`config.mk`:
```
export PLATFORM = sky130hd
export DESIGN_NAME = remove_cyclic_prefix_flat
export DESIGN_NICKNAME = d
export VERILOG_FILES = /design/src/rtl/remove_cyclic_prefix_if.sv /design/src/rtl/remove_cyclic_prefix.sv /design/src/flat_wrapper.sv
export SDC_FILE = /design/constraint.sdc
export NUM_CORES = 1
export LEC_CHECK = 0
export ABC_AREA = 1
export BUFFER_PORTS_ARGS = -buffer_cell sky130_fd_sc_hd__buf_2
export CAP_MARGIN = 40
export CORE_MARGIN = 2
export CORE_UTILIZATION = 45
export DETAILED_ROUTE_END_ITERATION = 10
export GPL_ROUTABILITY_DRIVEN = 0
export GPL_TIMING_DRIVEN = 0
export MAX_ROUTING_LAYER = met4
export PLACE_DENSITY = 0.81
export SLEW_MARGIN = 20
export SYNTH_ARGS = -nofsm -noshare
export SYNTH_HDL_FRONTEND = slang
export SYNTH_SLANG_ARGS = --single-unit
```
`constraint.sdc`:
```
create_clock -name rcp_clk -period 1.8 [get_ports rcp_clk]
set_input_delay 0.18 -clock rcp_clk [delete_from_list [all_inputs] [get_ports rcp_clk]]
set_output_delay 0.18 -clock rcp_clk [all_outputs]
set_load 0.03 [all_outputs]
```
`src/rtl/remove_cyclic_prefix_if.sv`:
```
// Sample-stream bundle between the timing-sync front end, the CP remover and the RX FFT.
// The master drives samples in and the slave (the CP remover) drives the framed body out.
interface remove_cyclic_prefix_if #(
  parameter int WIDTH = 18,
  parameter int IDX_W = 6,
  parameter int CNT_W = 8
);
  logic                    din_valid;
  logic                    sym_start;
  logic signed [WIDTH-1:0] rcp_real_din;
  logic signed [WIDTH-1:0] rcp_imag_din;
  logic                    dout_valid;
  logic                    dout_sop;
  logic                    dout_eop;
  logic [IDX_W-1:0]        dout_index;
  logic signed [WIDTH-1:0] rcp_real_dout;
  logic signed [WIDTH-1:0] rcp_imag_dout;
  logic                    sym_err;
  logic [CNT_W-1:0]        sym_cnt;

  modport master (
    output din_valid, sym_start, rcp_real_din, rcp_imag_din,
    input  dout_valid, dout_sop, dout_eop, dout_index,
    input  rcp_real_dout, rcp_imag_dout, sym_err, sym_cnt
  );

  modport slave (
    input  din_valid, sym_start, rcp_real_din, rcp_imag_din,
    output dout_valid, dout_sop, dout_eop, dout_index,
    output rcp_real_dout, rcp_imag_dout, sym_err, sym_cnt
  );
endinterface

```
`src/rtl/remove_cyclic_prefix.sv`:
```
// Receive CP remover: drops the CP_LEN prefix of each timing-synced OFDM symbol and
// forwards the N_FFT body with index/sop/eop framing, one clock of latency.
module remove_cyclic_prefix #(
  parameter int WIDTH  = 18,
  parameter int N_FFT  = 64,
  parameter int CP_LEN = 16,
  parameter int IDX_W  = 6,
  parameter int CNT_W  = 8
) (
  input logic                  rcp_clk,
  input logic                  rcp_rst,
  remove_cyclic_prefix_if.slave bus
);
  localparam int SYM_LEN = CP_LEN + N_FFT;
  localparam int POS_W   = $clog2(SYM_LEN);

  localparam logic [POS_W-1:0] CP_LAST    = POS_W'(CP_LEN - 1);
  localparam logic [POS_W-1:0] BODY_FIRST = POS_W'(CP_LEN);
  localparam logic [POS_W-1:0] SYM_LAST   = POS_W'(SYM_LEN - 1);

  typedef enum logic [1:0] {
    IDLE,
    CP,
    DATA
  } state_t;

  state_t             r_state;
  state_t             w_state_nxt;
  logic [POS_W-1:0]   r_pos;
  logic [POS_W-1:0]   w_pos_nxt;
  logic               w_fwd;
  logic               w_eop;
  logic               w_err;
  logic               w_sop;
  logic [IDX_W-1:0]   w_body_idx;

  logic               r_dout_valid;
  logic               r_dout_sop;
  logic               r_dout_eop;
  logic [IDX_W-1:0]   r_dout_index;
  logic [WIDTH-1:0]   r_real_dout;
  logic [WIDTH-1:0]   r_imag_dout;
  logic               r_sym_err;
  logic [CNT_W-1:0]   r_sym_cnt;

  always_ff @(posedge rcp_clk or posedge rcp_rst) begin
    if (rcp_rst) begin
      r_state <= IDLE;
      r_pos   <= '0;
    end else begin
      r_state <= w_state_nxt;
      r_pos   <= w_pos_nxt;
    end
  end

  // A sym_start seen mid-symbol restarts framing: that sample becomes CP sample 0.
  always_comb begin
    w_state_nxt = r_state;
    w_pos_nxt   = r_pos;
    w_fwd       = 1'b0;
    w_eop       = 1'b0;
    w_err       = 1'b0;
    if (bus.din_valid) begin
      case (r_state)
        IDLE: begin
          if (bus.sym_start) begin
            w_state_nxt = CP;
            w_pos_nxt   = POS_W'(1);
          end
        end
        CP: begin
          if (bus.sym_start && (r_pos != '0)) begin
            w_err     = 1'b1;
            w_pos_nxt = POS_W'(1);
          end else if (r_pos == CP_LAST) begin
            w_state_nxt = DATA;
            w_pos_nxt   = BODY_FIRST;
          end else begin
            w_pos_nxt = r_pos + 1'b1;
          end
        end
        DATA: begin
          if (bus.sym_start) begin
            w_err       = 1'b1;
            w_state_nxt = CP;
            w_pos_nxt   = POS_W'(1);
          end else begin
            w_fwd = 1'b1;
            if (r_pos == SYM_LAST) begin
              w_eop       = 1'b1;
              w_state_nxt = CP;
              w_pos_nxt   = '0;
            end else begin
              w_pos_nxt = r_pos + 1'b1;
            end
          end
        end
        default: begin
          w_state_nxt = IDLE;
          w_pos_nxt   = '0;
        end
      endcase
    end
  end

  always_comb begin
    w_body_idx = IDX_W'(r_pos - BODY_FIRST);
    w_sop      = w_fwd && (r_pos == BODY_FIRST);
  end

  // Data and index only load on forwarded samples so they hold across gaps.
  always_ff @(posedge rcp_clk or posedge rcp_rst) begin
    if (rcp_rst) begin
      r_dout_valid <= 1'b0;
      r_dout_sop   <= 1'b0;
      r_dout_eop   <= 1'b0;
      r_dout_index <= '0;
      r_real_dout  <= '0;
      r_imag_dout  <= '0;
      r_sym_err    <= 1'b0;
      r_sym_cnt    <= '0;
    end else begin
      r_dout_valid <= w_fwd;
      r_dout_sop   <= w_sop;
      r_dout_eop   <= w_eop;
      r_sym_err    <= w_err;
      if (w_fwd) begin
        r_dout_index <= w_body_idx;
        r_real_dout  <= bus.rcp_real_din;
        r_imag_dout  <= bus.rcp_imag_din;
      end
      if (w_eop) begin
        r_sym_cnt <= r_sym_cnt + 1'b1;
      end
    end
  end

  assign bus.dout_valid    = r_dout_valid;
  assign bus.dout_sop      = r_dout_sop;
  assign bus.dout_eop      = r_dout_eop;
  assign bus.dout_index    = r_dout_index;
  assign bus.rcp_real_dout = r_real_dout;
  assign bus.rcp_imag_dout = r_imag_dout;
  assign bus.sym_err       = r_sym_err;
  assign bus.sym_cnt       = r_sym_cnt;
endmodule

```
`src/flat_wrapper.sv`:
```
// flat-port wrapper written by rule: the top's interface ports become plain ports
module remove_cyclic_prefix_flat 
#(
  parameter int WIDTH  = 18,
  parameter int N_FFT  = 64,
  parameter int CP_LEN = 16,
  parameter int IDX_W  = 6,
  parameter int CNT_W  = 8
)
  (rcp_clk, rcp_rst, bus_din_valid, bus_sym_start, bus_rcp_real_din, bus_rcp_imag_din, bus_dout_valid, bus_dout_sop, bus_dout_eop, bus_dout_index, bus_rcp_real_dout, bus_rcp_imag_dout, bus_sym_err, bus_sym_cnt);
  remove_cyclic_prefix_if #(.WIDTH(WIDTH), .IDX_W(IDX_W), .CNT_W(CNT_W)) bus_i ();
  input logic rcp_clk;
  input logic rcp_rst;
  input wire logic [$bits(bus_i.din_valid)-1:0] bus_din_valid;
  input wire logic [$bits(bus_i.sym_start)-1:0] bus_sym_start;
  input wire logic [$bits(bus_i.rcp_real_din)-1:0] bus_rcp_real_din;
  input wire logic [$bits(bus_i.rcp_imag_din)-1:0] bus_rcp_imag_din;
  output wire logic [$bits(bus_i.dout_valid)-1:0] bus_dout_valid;
  output wire logic [$bits(bus_i.dout_sop)-1:0] bus_dout_sop;
  output wire logic [$bits(bus_i.dout_eop)-1:0] bus_dout_eop;
  output wire logic [$bits(bus_i.dout_index)-1:0] bus_dout_index;
  output wire logic [$bits(bus_i.rcp_real_dout)-1:0] bus_rcp_real_dout;
  output wire logic [$bits(bus_i.rcp_imag_dout)-1:0] bus_rcp_imag_dout;
  output wire logic [$bits(bus_i.sym_err)-1:0] bus_sym_err;
  output wire logic [$bits(bus_i.sym_cnt)-1:0] bus_sym_cnt;
  assign bus_i.din_valid = bus_din_valid;
  assign bus_i.sym_start = bus_sym_start;
  assign bus_i.rcp_real_din = bus_rcp_real_din;
  assign bus_i.rcp_imag_din = bus_rcp_imag_din;
  assign bus_dout_valid = bus_i.dout_valid;
  assign bus_dout_sop = bus_i.dout_sop;
  assign bus_dout_eop = bus_i.dout_eop;
  assign bus_dout_index = bus_i.dout_index;
  assign bus_rcp_real_dout = bus_i.rcp_real_dout;
  assign bus_rcp_imag_dout = bus_i.rcp_imag_dout;
  assign bus_sym_err = bus_i.sym_err;
  assign bus_sym_cnt = bus_i.sym_cnt;
  remove_cyclic_prefix #(.WIDTH(WIDTH), .N_FFT(N_FFT), .CP_LEN(CP_LEN), .IDX_W(IDX_W), .CNT_W(CNT_W)) u_core (.rcp_clk(rcp_clk), .rcp_rst(rcp_rst), .bus(bus_i));
endmodule
```
; ---- After elaboration in Yosys (flattened, before gate mapping)
; Cells that the tools add are included.
[word_totals]
out_inout_bits = 54
inputBits = 40
wordCells = 51
register_bits = 63
[classes]
mux = 23
n_addsub = 3
n_reduce_logical = 6
eq_ne = 9
[ops]
columns = op, n
row1 = 7-bit 2-to-1 mux, 5
row2 = 7-bit one-hot mux with 3 select lines, 1
row3 = 1-bit 2-to-1 mux, 10
row4 = 2-bit 2-to-1 mux, 5
row5 = 8-bit by 1-bit adder with 8-bit output (second input constant), 1
row6 = 7-bit by 1-bit adder with 7-bit output (second input constant), 1
row7 = 7-bit by 4-bit == test with 1-bit output (second input constant), 1
row8 = 7-bit by 5-bit == test with 1-bit output (second input constant), 1
row9 = 7-bit == test (second input constant), 1
row10 = 7-bit nonzero test, 1
row11 = 2-bit one-hot mux with 3 select lines, 1
row12 = 6-bit by 5-bit subtractor with 6-bit output (second input constant), 1
row13 = 5-bit AND reduction, 1
row14 = 2-bit != test (second input constant), 2
row15 = 3-bit by 2-bit != test with 1-bit output (second input constant), 1
row16 = 2-bit by 1-bit == test with 1-bit output (second input constant), 1
row17 = 2-bit == test (second input constant), 1
row18 = 1-bit logical AND, 2
row19 = 2-bit zero test, 1
row20 = 2-bit by 1-bit != test with 1-bit output (second input constant), 1
row21 = 1-bit one-hot mux with 2 select lines, 1
row22 = 2-bit AND reduction, 1

; ---- Logic depth before layout (Yosys ltp)
; Gate-level depths: netlist (run 1).
[logic_depth]
ltp_word = 5
ltp_mapped = 11
depth_no_buf = 11

; ---- Least setup slack after synthesis (run 1)
; OpenSTA, ideal clock, no wires.
[synth_timing]
kind = register to register
from = register u_core.r_state[0]
to = register u_core.r_sym_cnt[6], in the netlist u_core.bus.sym_cnt[6]
path_stages_with_launch = 9
setup_ns = 0.124
arrival_time_ns = 1.347
synth_period_minus_slack_ns = 1.472
required_time_ns = 1.676
path_buffers = 0
path_slack_ns = 0.328
path_cell_list = dfrtp_1 > inv_1 > ha_1 > nand2_2 > nor2_4 > nand2_2 > nor2_2 > nand3_1 > xor2_1
[synth_between]
elab_chain_cells = 3
[synth_rtl]
columns = element, line_no
row1 = start: declaration, remove_cyclic_prefix.sv:27  ; state_t r_state;
row2 = start signal: assignment, remove_cyclic_prefix.sv:51  ; r_state <= w_state_nxt;
row3 = 2-bit == test, remove_cyclic_prefix.sv:64  ; case (r_state)
row4 = 1-bit 2-to-1 mux, remove_cyclic_prefix.sv:64
row5 = 1-bit 2-to-1 mux, remove_cyclic_prefix.sv:63  ; if (bus.din_valid) begin
row6 = end signal: assignment, remove_cyclic_prefix.sv:133  ; r_sym_cnt <= r_sym_cnt + 1'b1;
row7 = end: declaration, remove_cyclic_prefix.sv:44  ; logic [CNT_W-1:0] r_sym_cnt;
; Every way passes these cells.
; A chain may end at the register's enable or synchronous reset.

; ---- Worst setup path in the final report (run 1)
[layout_timing]
from = register u_core.r_pos[4]
to = register u_core.r_pos[5]
[layout_between]
elab_chain_cells = 4
word_cells_on_any_way = 10
classes_between = 1 x add/sub / 2 x eq/ne / 5 x mux / 2 x reduce/logical
[layout_rtl]
columns = element, line_no
row1 = start: declaration, remove_cyclic_prefix.sv:29  ; logic [POS_W-1:0] r_pos;
row2 = start signal: assignment, remove_cyclic_prefix.sv:52  ; r_pos <= w_pos_nxt;
row3 = 7-bit by 1-bit adder with 7-bit output (tied with other cells), "remove_cyclic_prefix.sv:79, remove_cyclic_prefix.sv:94"
row4 = 7-bit 2-to-1 mux (tied with other cells), remove_cyclic_prefix.sv:89  ; if (r_pos == SYM_LAST) begin
row5 = "7-bit 2-to-1 mux, on equally long branches", "remove_cyclic_prefix.sv:83, remove_cyclic_prefix.sv:72"
row6 = 7-bit one-hot mux with 3 select lines *, remove_cyclic_prefix.sv:64
; Mark *: on every way between the ends. The rest lies on a longest branch, timed or not.

==> impl_summary.log, run 1 <==
INFO  metric outcome = completed
INFO  metric synth.ff_latch_count = 63
INFO  metric worst_case_register_to_register_setup_slack = 0.10 ns
INFO  metric skew_pair_late_insertion_delay = 0.33 ns
INFO  metric hpwlAfterDp = 4520 um
INFO  metric timing.slew.headroom = 0.781
INFO  metric n_fill_cell = 513
INFO  metric max_freq = 0.590 GHz
INFO  metric cts_inserted_buffers = 9
INFO  metric finalHoldWorstSlack = 0.0427 ns
INFO  metric worst_ep_required_time = 2.05 ns
INFO  metric remaining_drc_errors = 0
INFO  metric routing_layer_with_the_top_usage_in_global_route = met2
INFO  metric num-nets-final = 483
INFO  metric grt_overflow = 0
INFO  metric cp_data_arrival_time = 1.95 ns
INFO  metric initial_core_util = 0.470
INFO  metric avgViaCountPerCell = 4.73
INFO  metric fp-row-count = 28
INFO  metric power_per_unit_of_standard_cell_area = 1600 nW/um2
INFO  metric post-route-cell-area = 3640 um2
INFO  metric antenna_fix_cells = 0
INFO  metric htreeDepth = 3
INFO  metric multi_input_gate_area_in_the_final_layout = 1110 um2
INFO  metric cts.sink_count = 63
INFO  metric cts.clk_slew.worst_paths = 0.07 ns
INFO  metric cts.root.buffer_cell = sky130_fd_sc_hd__clkbuf_8
INFO  metric die-area = 6900 um2
INFO  metric postLayoutCoreUtil = 0.607
INFO  metric timing.hold.worst.class = input port to flip-flop
INFO  metric fp.dieH = 83.1 um
INFO  metric commonest_cells_after_routing_fill_and_taps_aside = 159 x sky130_fd_sc_hd__nand2_1, 96 x sky130_fd_sc_hd__buf_2, 62 x sky130_fd_sc_hd__dfrtp_1, 16 x sky130_fd_sc_hd__nand3_1, 16 x sky130_fd_sc_hd__inv_1
INFO  metric final_antenna_net_count = 0
INFO  metric grt_first_pass_wirelength = 10,700 um
INFO  metric grt_antenna_before_repair = 0
INFO  metric ioPinCount = 94
INFO  metric fin_crit_sh = 0.942
INFO  metric setup.worst_path.end_class = flip-flop
INFO  metric clock_skew = 0.00946 ns
INFO  metric place_area = 3400 um2
INFO  metric coreArea = 5990 um2
INFO  metric clock_path_buffers = 2
INFO  metric netlist_instances = 327
INFO  metric area_used_by_sequential_logic_in_the_layout = 1580 um2
INFO  metric wl_per_cell = 12.0 um
INFO  metric timing.max_cap.violations = 0
INFO  metric worst_ir_drop_vdd = 0.930 mV
INFO  metric drt_pre_antenna_iters = 4
INFO  metric timing.final.setup_violations = 0
INFO  metric total_number_of_vias = 2,425
INFO  metric maximum_fanout_along_the_worst_path = 8
INFO  metric layout-area-overhead-vs-synth = 29.2%
INFO  metric report.final.slew_viol_count = 0
INFO  metric grt_use_met3 = 0.0557
INFO  metric period_minus_slack = 1.70 ns
INFO  metric die_x = 83.1 um
INFO  metric setup.worst_path.class = flip-flop to flip-flop
INFO  metric setup_total_negative_slack = 0 ns
INFO  metric synth.lib_cells_used.distinct = 21
INFO  metric layout.cells.most_common = sky130_fd_sc_hd__nand2_1
INFO  metric dr.first_iter.drc_count = 148
INFO  metric grt_start_max_net_pins = 50
INFO  metric avgSynthCellArea = 8.61 um2
INFO  metric grt_util_all_layers = 0.196
INFO  metric ys_seq_area_frac = 0.560
INFO  metric cts_tree = done
INFO  metric netlist_area = 2820 um2
INFO  metric postSynthNetCount = 377
INFO  metric final_hold_viol_count = 0
INFO  metric groute.layer.met2.usage = 0.305
INFO  metric drive_above_1_share = 0.311
INFO  metric grt_pass1_vias = 2,418
INFO  metric use_met1 = 0.239
INFO  metric worst_setup_path_start_kind = flip-flop
INFO  metric synth-warning-count = 0
INFO  metric drt_wl_total = 6180 um
INFO  metric static-leakage-power = 0.00211 uW
INFO  metric tightestPinTransition = 0.329 ns
INFO  metric place.port_buffers = 93
## report_power, final
group	total (uW)	leakage [uW]	internal (uW)	switching, uW
sequential	2170	0.000807	1910	260
clock	1250	0.000103	684	566
combinational	2400	0.00120	691	1710
total	5810	0.00211	3280	2530
## stage by stage
stage          setup WS (ns)  total power, uW  std cells
2_1_floorplan         0.0503             3840        327
3_3_place_gp          -0.674             4500        495
3_5_place_dp           0.125             4590        496
4_1_cts                0.104             5860        513
5_1_grt              -0.0433             6230        513
6_report               0.104             5810        513
## critical path, stage by stage, from the launching register on
cell                      delay, ns
sky130_fd_sc_hd__dfrtp_2       0.45
sky130_fd_sc_hd__inv_1         0.10
sky130_fd_sc_hd__ha_1          0.21
sky130_fd_sc_hd__inv_1         0.05
sky130_fd_sc_hd__nor2_1        0.12
sky130_fd_sc_hd__nand3_1       0.16
sky130_fd_sc_hd__nand2_2       0.14
sky130_fd_sc_hd__nand2_1       0.06
sky130_fd_sc_hd__nand2_1       0.07
sky130_fd_sc_hd__nand2_1       0.11
sky130_fd_sc_hd__a21oi_1       0.14
## final timing paths
kind / from / endpoint / depth (start not counted)
setup / recovery: u_core.r_pos[4] / u_core.r_pos[5] / 10
hold / removal: bus_rcp_imag_din[9] / u_core.bus.rcp_imag_dout[9] / 3
setup reg to reg: u_core.r_pos[4] / u_core.r_pos[5] / 10
hold reg to reg: u_core.bus.rcp_real_dout[14] / u_core.bus.rcp_real_dout[14] / 2
max in group asynchronous: rcp_rst / u_core.bus.sym_err / 4
min in group asynchronous: rcp_rst / u_core.bus.rcp_imag_dout[16] / 3
## cell families (layout without fill, tap and decap cells)
group | after synthesis | in the layout | synth area share
AND/OR/NAND/NOR | 198 | 198 | 0.282
AO/OA/AOI/OAI | 15 | 15 | 0.0302
buffers and inverters | 31 | 142 | 0.0520
flip-flops | 63 | 63 | 0.560
adder cells (fa/ha/maj) | 10 | 10 | 0.0444
XOR/XNOR | 10 | 10 | 0.0311
## state kept, by name, summed over array words and instances, names as in the netlist
register                  cells
u_core.bus.sym_err            1
u_core.bus.rcp_imag_dout     18
u_core.bus.dout_eop           1
u_core.r_state                2
u_core.bus.sym_cnt            8
u_core.bus.dout_sop           1
u_core.bus.dout_index         6
u_core.r_pos                  7
u_core.bus.rcp_real_dout     18
u_core.bus.dout_valid         1
## layout make-up
type | instances | area share
Clock buffer | 10 | 0.0378
Tap cell | 75 | 0.0258
Clock inverter | 6 | 0.0189
Buffer | 10 | 0.0186
Sequential cell | 63 | 0.434
Timing Repair Buffer | 95 | 0.138
Inverter | 21 | 0.0224
Multi-Input combinational cell | 233 | 0.304
## cells in the mapped netlist
library cell / count / area [um2]
sky130_fd_sc_hd__nand2_2: 2 / 12.5
sky130_fd_sc_hd__nand2_1: 160 / 601
sky130_fd_sc_hd__nor2_2: 2 / 12.5
sky130_fd_sc_hd__xor2_1: 6 / 52.6
sky130_fd_sc_hd__inv_1: 17 / 63.8
sky130_fd_sc_hd__o21ai_2: 1 / 8.76
sky130_fd_sc_hd__buf_4: 7 / 52.6
sky130_fd_sc_hd__nor2_4: 1 / 11.3
sky130_fd_sc_hd__a21oi_1: 4 / 20.0
sky130_fd_sc_hd__buf_2: 3 / 15.0
sky130_fd_sc_hd__dfrtp_1: 63 / 1580
sky130_fd_sc_hd__nand3_2: 1 / 10.0
sky130_fd_sc_hd__nand3_1: 16 / 80.1
sky130_fd_sc_hd__o21bai_1: 1 / 7.51
sky130_fd_sc_hd__xnor2_1: 4 / 35.0
sky130_fd_sc_hd__nor2_1: 13 / 48.8
sky130_fd_sc_hd__a21oi_2: 1 / 8.76
sky130_fd_sc_hd__inv_2: 4 / 15.0
sky130_fd_sc_hd__nand4_1: 3 / 18.8
sky130_fd_sc_hd__o21ai_0: 8 / 40.0
sky130_fd_sc_hd__ha_1: 10 / 125
## repair_timing
action                                  in CTS  in global routing
hold buffers                                 1                  0
gates resized for setup                      0                  6
hold endpoints to repair                    14                  0
buffers inserted                             0                  0
endpoints found under the setup margin       0                  5
## metal layers
layer / share of wire / routed length (um)
met1: 0.44 / 2740
met4: 0.015 / 91
met2: 0.48 / 2960
met5: 0 / 0
met3: 0.063 / 391
Power figures use the tool's default switching activity.
==> run 2, diff against run 1 <==
RECOVER_POWER = 50   (was default)
==> impl_summary.log, run 2 (synthesis gave the netlist of run 1 again) <==
INFO  metric power_per_unit_of_standard_cell_area = 1610 nW/um2
INFO  metric final_antenna_net_count = 0
INFO  metric cts.clk_slew.worst_paths = 0.08 ns
INFO  metric setup.worst_path.class = flip-flop to flip-flop
INFO  metric max_freq = 0.584 GHz
INFO  metric crit_top_cell = sky130_fd_sc_hd__nand2_1
INFO  metric cp_data_arrival_time = 1.96 ns
INFO  metric place_area = 3400 um2
INFO  metric initial_core_util = 0.470
INFO  metric fp-row-count = 28
INFO  metric worst_path_max_delay_cell = sky130_fd_sc_hd__dfrtp_2
INFO  metric total_number_of_vias = 2,440
INFO  metric post-route-cell-area = 3580 um2
INFO  metric antenna_fix_cells = 0
INFO  metric static-leakage-power = 0.00200 uW
INFO  metric critPathMaxStageDelay = 0.45 ns
INFO  metric layout-area-overhead-vs-synth = 27.3%
INFO  metric outcome = completed
INFO  metric htreeDepth = 3
INFO  metric num-nets-final = 483
INFO  metric commonest_cells_after_routing_fill_and_taps_aside = 159 x sky130_fd_sc_hd__nand2_1, 70 x sky130_fd_sc_hd__buf_2, 62 x sky130_fd_sc_hd__dfrtp_1, 26 x sky130_fd_sc_hd__clkbuf_1
INFO  metric grt_start_max_net_pins = 50
INFO  metric grt_antenna_before_repair = 0
INFO  metric worst_ep_required_time = 2.05 ns
INFO  metric tightestPinTransition = 0.659 ns
INFO  metric worst_setup_path_start_kind = flip-flop
INFO  metric drive_above_1_share = 0.251
INFO  metric clock_path_buffers = 2
INFO  metric coreArea = 5990 um2
INFO  metric place.port_buffers = 93
INFO  metric period_minus_slack = 1.71 ns
INFO  metric fin_total_pwr = 5750 uW
INFO  metric dr.first_iter.drc_count = 125
INFO  metric wl_per_cell = 12.1 um
INFO  metric cts_tree = done
INFO  metric grt_util_all_layers = 0.196
INFO  metric maximum_fanout_along_the_worst_path = 8
INFO  metric die-area = 6900 um2
INFO  metric cts.sink_count = 63
INFO  metric timing.hold.worst.class = input port to flip-flop
INFO  metric finalHoldWorstSlack = 0.0406 ns
INFO  metric hpwlAfterDp = 4520 um
INFO  metric avgViaCountPerCell = 4.76
INFO  metric setup.worst_path.end_class = flip-flop
INFO  metric grt_pass1_vias = 2,418
INFO  metric timing.final.setup_violations = 0
INFO  metric final_hold_viol_count = 0
INFO  metric ioPinCount = 94
INFO  metric grt_first_pass_wirelength = 10,700 um
INFO  metric fin_crit_sh = 0.951
INFO  metric skew_pair_late_insertion_delay = 0.33 ns
INFO  metric remaining_drc_errors = 0
INFO  metric drt_wl_total = 6220 um
INFO  metric setup_total_negative_slack = 0 ns
INFO  metric grt_overflow = 0
INFO  metric drt_pre_antenna_iters = 4
INFO  metric cts_inserted_buffers = 9
INFO  metric die_x = 83.1 um
INFO  metric report.final.slew_viol_count = 0
INFO  metric layout.cells.most_common = sky130_fd_sc_hd__nand2_1
INFO  metric cts.root.buffer_cell = sky130_fd_sc_hd__clkbuf_8
INFO  metric critical_path.cell_chain = inv_1, ha_1, inv_1, nor2_1, nand3_1, nand2_2, nand2_1, nand2_1, nand2_1, a21oi_1
INFO  metric timing.slew.headroom = 0.561
INFO  metric clock_skew = 0.00976 ns
INFO  metric fp.dieH = 83.1 um
INFO  metric timing.max_cap.violations = 0
INFO  metric worst_ir_drop_vdd = 0.889 mV
==> run 2: final cells by class <==
type	count	area [um2]
Clock inverter	6	68.8
Clock buffer	10	138
Inverter	21	80.1
Buffer	10	67.6
Fill cell	533	2410
Tap cell	75	93.8
Timing Repair Buffer	95	450
Multi-Input combinational cell	233	1110
Sequential cell	63	1580
==> run 2: path summary, 6_finish.rpt <==
kind / start / to / slack (ns) / cells after the start
hold / removal: bus_rcp_imag_din[9] / u_core.bus.rcp_imag_dout[9] / 0.04 / 3
setup / recovery: u_core.r_pos[4] / u_core.r_pos[5] / 0.09 / 10
max in group asynchronous: rcp_rst / u_core.r_pos[4] / 0.26 / 4
min in group asynchronous: rcp_rst / u_core.bus.rcp_imag_dout[16] / 0.44 / 3
hold reg to reg: u_core.bus.rcp_imag_dout[8] / u_core.bus.rcp_imag_dout[8] / 0.47 / 2
setup reg to reg: u_core.r_pos[4] / u_core.r_pos[5] / 0.09 / 10
==> run 2: what timing repair did <==
action	CTS	global route
setup buffers	0	0
hold buffers	1	0
setup endpoints to repair	0	5
gates resized for setup	0	6
endpoints found under the hold margin	14	0
==> run 2: layer usage <==
metal  global-route usage  wire length, um
met1                0.239             2740
met2                0.305             2990
met3               0.0557              406
met4               0.0879               81
met5                    -                0
==> run 2: stage by stage <==
| step | cells | setup WS, ns | util |
|---|---|---|---|
| detailed placement | 496 | 0.125 | 0.568 |
| CTS | 513 | 0.104 | 0.604 |
| global route | 513 | -0.0433 | 0.598 |
| floorplan | 327 | 0.0503 | - |
| finish | 513 | 0.0884 | 0.598 |
| global placement | 495 | -0.674 | 0.563 |
==> run 2: report_power, final <==
| group | internal, uW | leakage (uW) | switching [uW] | total (uW) |
|---|---|---|---|---|
| Combinational | 619 | 0.00109 | 1710 | 2330 |
| Sequential | 1910 | 0.000807 | 268 | 2170 |
| Clock | 684 | 0.000103 | 567 | 1250 |
==> run 2: worst max-delay path: cells and delay by family, from the launching register on <==
| kind | cells | cell delay (ns) |
|---|---|---|
| compound gates | 1 | 0.14 |
| fa+ha+maj | 1 | 0.21 |
| buf+inv | 2 | 0.15 |
| flops | 1 | 0.45 |
| simple gates | 6 | 0.68 |
